===== src/rtl/mem_responder.sv =====
// mem_responder: registered memory responder with a Request/Ready handshake
// and a fixed number of wait states per transaction.
module mem_responder #(
    parameter int unsigned N    = 8,
    parameter int unsigned M    = 2,
    parameter int unsigned WAIT = 1
) (
    input  logic         Clock,
    input  logic         Reset,
    input  logic         Request,
    input  logic         RW,
    input  logic [M-1:0] Select,
    input  logic [N-1:0] WriteData,
    output logic [N-1:0] ReadData,
    output logic         Ready,
    output logic         Busy,
    output logic [7:0]   TxnCount
);

    typedef enum logic [1:0] {
        IDLE,
        WAITING,
        RESPOND
    } state_t;

    localparam logic [3:0] WAIT_M1 = 4'((WAIT == 0) ? 0 : WAIT - 1);

    state_t         state_q, state_d;
    logic [3:0]     cnt_q, cnt_d;
    logic [M-1:0]   sel_q, sel_d;
    logic           rw_q, rw_d;
    logic [N-1:0]   wdata_q, wdata_d;
    logic [N-1:0]   rdata_q;
    logic           ready_q;
    logic           busy_q;
    logic [7:0]     txn_q;
    logic [N-1:0]   mem_q [2**M];
    logic           done;

    // Next-state logic: accept in IDLE, count down in WAITING, one RESPOND cycle.
    always_comb begin
        state_d = state_q;
        cnt_d   = cnt_q;
        sel_d   = sel_q;
        rw_d    = rw_q;
        wdata_d = wdata_q;
        unique case (state_q)
            IDLE: begin
                if (Request) begin
                    sel_d   = Select;
                    rw_d    = RW;
                    wdata_d = WriteData;
                    cnt_d   = WAIT_M1;
                    state_d = (WAIT != 0) ? WAITING : RESPOND;
                end
            end
            WAITING: begin
                if (cnt_q == 4'd0) begin
                    state_d = RESPOND;
                end else begin
                    cnt_d = cnt_q - 4'd1;
                end
            end
            RESPOND: state_d = IDLE;
            default: state_d = IDLE;
        endcase
    end

    // The RESPOND cycle's effects are registered, so they land on the edge
    // leaving RESPOND; this gives Ready at acceptance + WAIT + 1.
    assign done = (state_q == RESPOND);

    // State, latched request, storage and registered outputs.
    always_ff @(posedge Clock) begin
        if (Reset) begin
            state_q <= IDLE;
            cnt_q   <= '0;
            sel_q   <= '0;
            rw_q    <= 1'b0;
            wdata_q <= '0;
            rdata_q <= '0;
            ready_q <= 1'b0;
            busy_q  <= 1'b0;
            txn_q   <= '0;
            mem_q   <= '{default: '0};
        end else begin
            state_q <= state_d;
            cnt_q   <= cnt_d;
            sel_q   <= sel_d;
            rw_q    <= rw_d;
            wdata_q <= wdata_d;
            ready_q <= done;
            busy_q  <= (state_d != IDLE);
            if (done) begin
                txn_q <= txn_q + 8'd1;
                if (rw_q) begin
                    mem_q[sel_q] <= wdata_q;
                end else begin
                    rdata_q <= mem_q[sel_q];
                end
            end
        end
    end

    assign ReadData = rdata_q;
    assign Ready    = ready_q;
    assign Busy     = busy_q;
    assign TxnCount = txn_q;

endmodule

===== config.mk =====
export PLATFORM = sky130hd
export DESIGN_NAME = mem_responder
export DESIGN_NICKNAME = d
export VERILOG_FILES = /design/src/rtl/mem_responder.sv
export SDC_FILE = /design/constraint.sdc
export NUM_CORES = 1
export LEC_CHECK = 0
export BUFFER_PORTS_ARGS = -buffer_cell sky130_fd_sc_hd__buf_2
export CAP_MARGIN = 10
export CORE_MARGIN = 8
export CORE_UTILIZATION = 54
export CTS_BUF_LIST = sky130_fd_sc_hd__clkbuf_4 sky130_fd_sc_hd__clkbuf_8
export CTS_CLUSTER_SIZE = 12
export DETAILED_ROUTE_END_ITERATION = 10
export PLACE_DENSITY = 0.87
export SYNTH_ARGS = -nofsm -noshare
export SYNTH_HDL_FRONTEND = slang
export SYNTH_SLANG_ARGS = --single-unit

===== constraint.sdc =====
create_clock -name Clock -period 1.6 [get_ports Clock]
set_input_delay 0.32 -clock Clock [delete_from_list [all_inputs] [get_ports Clock]]
set_output_delay 0.32 -clock Clock [all_outputs]
set_load 0.01 [all_outputs]

==> out/results.ini <==
[setup_path]
r2r_cells = 5
arrival_ns = 1.80
crit_end = cnt_q[3]$_SDFFE_PP0P_
cp-startpoint = cnt_q[0]$_SDFFE_PP0P_
crit_path_top_delay_cell = or4_1
path_buf_inv = 1
worstReg2RegEnd = cnt_q[3]$_SDFFE_PP0P_
crit_type = reg2reg
crit_cells = 5
critPathMaxStageDelay_ns = 0.49
crit_required_ns = 1.87
start_kind = flip-flop
path_cells = inv_1, ha_1, nor4bb_1, or4_1, a211oi_2
end_kind = flip-flop
critPathMaxFanout = 5
reg2reg_from = cnt_q[0]$_SDFFE_PP0P_
cp_top_family = simple AND/OR/NAND/NOR gates
r2r_slack_ns = 0.08

[die]
start_util = 0.559
pin_count = 32
num_rows = 26
die_w_um = 88.7
core_area_um2 = 5110
die_area_um2 = 7870
die_h_um = 88.7

[timing]
hold_ws_ns = 0.205
relSlewSlack = 0.658
min_period_ns = 1.52
timing.final.crit_share = 0.953
rsz0062_at_grt = no
final-hold-violation-count = 0
finalClockSkew_ns = 0.00813
worst_pin_slew_ns = 0.512
setup_violations = 0
fmax_mhz = 656
finalMaxSlewViolations = 0

[job]
cap_violations = 0

[route]
dr.pass1.iters = 4
drc = 0
drt_wl_total_um = 6400
num_vias = 2430
drt-initial-drc-count = 302
routedWlPerCell_um = 15.1
postRouteAntennaNets = 0
via_per_inst = 5.73

[finish]
fillCellCount = 421
drive_above_1_share = 0.232
areaGrowthSynthToFinish_pct = 18.8
layout.cells.non_filler = 424
fin_nets = 365
diodes = 0

[cts]
cts_made_buffers = 9
post-cts-setup-buffers = 0
cts_root_buf = clkbuf_8
clockBufferDepth = 2
cts_sinks = 67
tritoncts = built
clkTransAtPathRegs_ns = 0.07
clk_latency_ns = 0.35
htree_levels = 3

[yosys]
synth_area_per_cell_um2 = 9.15
yosysSeqAreaShare = 0.470
syn_area_um2 = 2850
synth_nets = 328
synthCells = 312
synthDistinctLibCells = 36
synth-seq-cells = 67
synth_warnings = 0

[place]
dp.cells = 408
routabilityCongestion = 0.812
portBuffers = 31
dp_hpwl_um = 4210

[global_route]
grt_max_degree = 38
track_usage = 0.176
grt_pass1_vias = 2378
antenna_found_initial = 0
grt_pass1_wl_um = 10700
grt-ovfl-total = 0

[worst_hold_path]
hp-class = in2reg

[pwr]
p_leak_nw = 1.24
power_density_nw_per_um2 = 1110
ir_drop_uv = 716

[run_status]
status = finished clean

-- how the worst min path moves through the flow --
stage                                          end  depth (start not counted)                startpoint
after global routing         sel_q[1]$_SDFFE_PP0P_                          3                 Select[1]
after global placement    ReadData[3]$_SDFFE_PP0P_                          2  ReadData[3]$_SDFFE_PP0P_
after CTS                  wdata_q[4]$_SDFFE_PP0P_                          3              WriteData[4]
final                        sel_q[1]$_SDFFE_PP0P_                          3                 Select[1]
after detailed placement  ReadData[7]$_SDFFE_PP0P_                          2  ReadData[7]$_SDFFE_PP0P_
after floorplan              state_q[1]$_SDFF_PP0_                          1                     Reset
-- repair_timing --
item	in CTS	in global routing
setup endpoints to repair	1	12
resized for setup	1	1
pin swaps	0	1
hold buffers	0	0
-- cell families after synthesis --
kind of cell	after synthesis	synth area share
simple gates	104	0.202
xor+xnor	2	0.00614
mux	21	0.109
buf+inv	27	0.0425
flops	67	0.470
compound gates	89	0.161
fa+ha+maj	2	0.00877
-- synthesized netlist by cell type, drive strengths merged --
library cell	n	area, um2
nand3b	3	22.5
nand2b	3	18.8
mux4	8	180
nor4bb	3	30.0
nor2b	4	25.0
nand3	34	170
o31ai	2	15.0
buf	10	57.6
o21ai	38	190
a21oi	47	235
and2	1	6.26
mux2	1	11.3
nand4b	1	8.76
or4b	1	10.0
clkbuf	14	52.6
mux2i	12	120
a211oi	1	12.5
xnor2	2	17.5
nor3	1	5.00
or4	3	22.5
nand4	2	12.5
ha	2	25.0
o21bai	1	7.51
dfxtp	67	1340
and3b	1	8.76
nor3b	4	57.6
nor2	17	63.8
or3b	2	17.5
or3	3	18.8
nand2	21	78.8
inv	3	11.3
-- final cells by class --
class	count	area, um2	area share
multi-input combinational	218	1390	0.411
sequential	67	1340	0.396
clock inverter	6	88.8	0.0262
tap	70	87.6	0.0258
clock buffer	10	131	0.0388
inverter	3	11.3	0.00332
timing repair buffer	50	335	0.0989
-- cell usage in the layout, fill, tap and decap left out, types with 2 or more instances in the layout --
cell type,netlist,routed
a21oi_1,47,47
buf_12,0,3
buf_2,7,31
buf_4,3,16
bufinv_16,0,2
clkbuf_8,0,9
clkinvlp_4,0,2
dfxtp_1,67,66
ha_1,2,2
inv_1,3,3
mux2i_1,12,12
mux4_2,8,8
nand2_1,21,21
nand2b_1,3,3
nand3_1,34,34
nand3b_1,3,3
nand4_1,2,2
nor2_1,17,17
nor2b_1,4,4
nor3b_4,2,2
nor4bb_1,3,3
o21ai_0,28,28
o21ai_1,10,10
o31ai_1,2,2
or3_1,3,3
or4_1,3,3
xnor2_1,2,2
-- sequential cells by signal, indices dropped and copies added, names as in the netlist --
register	flops
Busy	1
ReadData	8
Ready	1
TxnCount	8
cnt_q	4
mem_q	32
rw_q	1
sel_q	2
state_q	2
wdata_q	8
-- through the flow --
step | total power [W] | instance area (um2) | utilization | setup TNS (ns) | worst slack (ns)
5_1_grt | 0.00392 | 3390 | 0.664 | 0 | 0.00408
2_1_floorplan | 0.00208 | 2850 | - | 0 | 0.0852
4_1_cts | 0.00378 | 3390 | 0.663 | 0 | 0.0383
3_5_place_dp | 0.00224 | 3170 | 0.620 | -0.00503 | -0.00503
6_report | 0.00376 | 3390 | 0.664 | 0 | 0.0751
3_3_place_gp | 0.00222 | 3170 | 0.620 | 0 | 0.0477
-- power breakdown --
group | internal, W | switching (W)
Combinational | 0.000202 | 0.000225
Clock | 0.000897 | 0.000656
Sequential | 0.00171 | 0.0000653
-- layer usage --
metal | vias up | wire [um] | track usage
li1 | 1194 | - | -
met1 | 1142 | 2730 | 0.204
met2 | 88 | 3070 | 0.280
met3 | 6 | 522 | 0.0631
met4 | 0 | 73 | 0.0845
met5 | - | 0 | 0
-- tightest hold or removal path, cell delays in order --
cell	delay, ns
buf_2	0.07
mux2i_1	0.05
nor2_1	0.07
No activity file was read; power rests on OpenSTA's default activity.
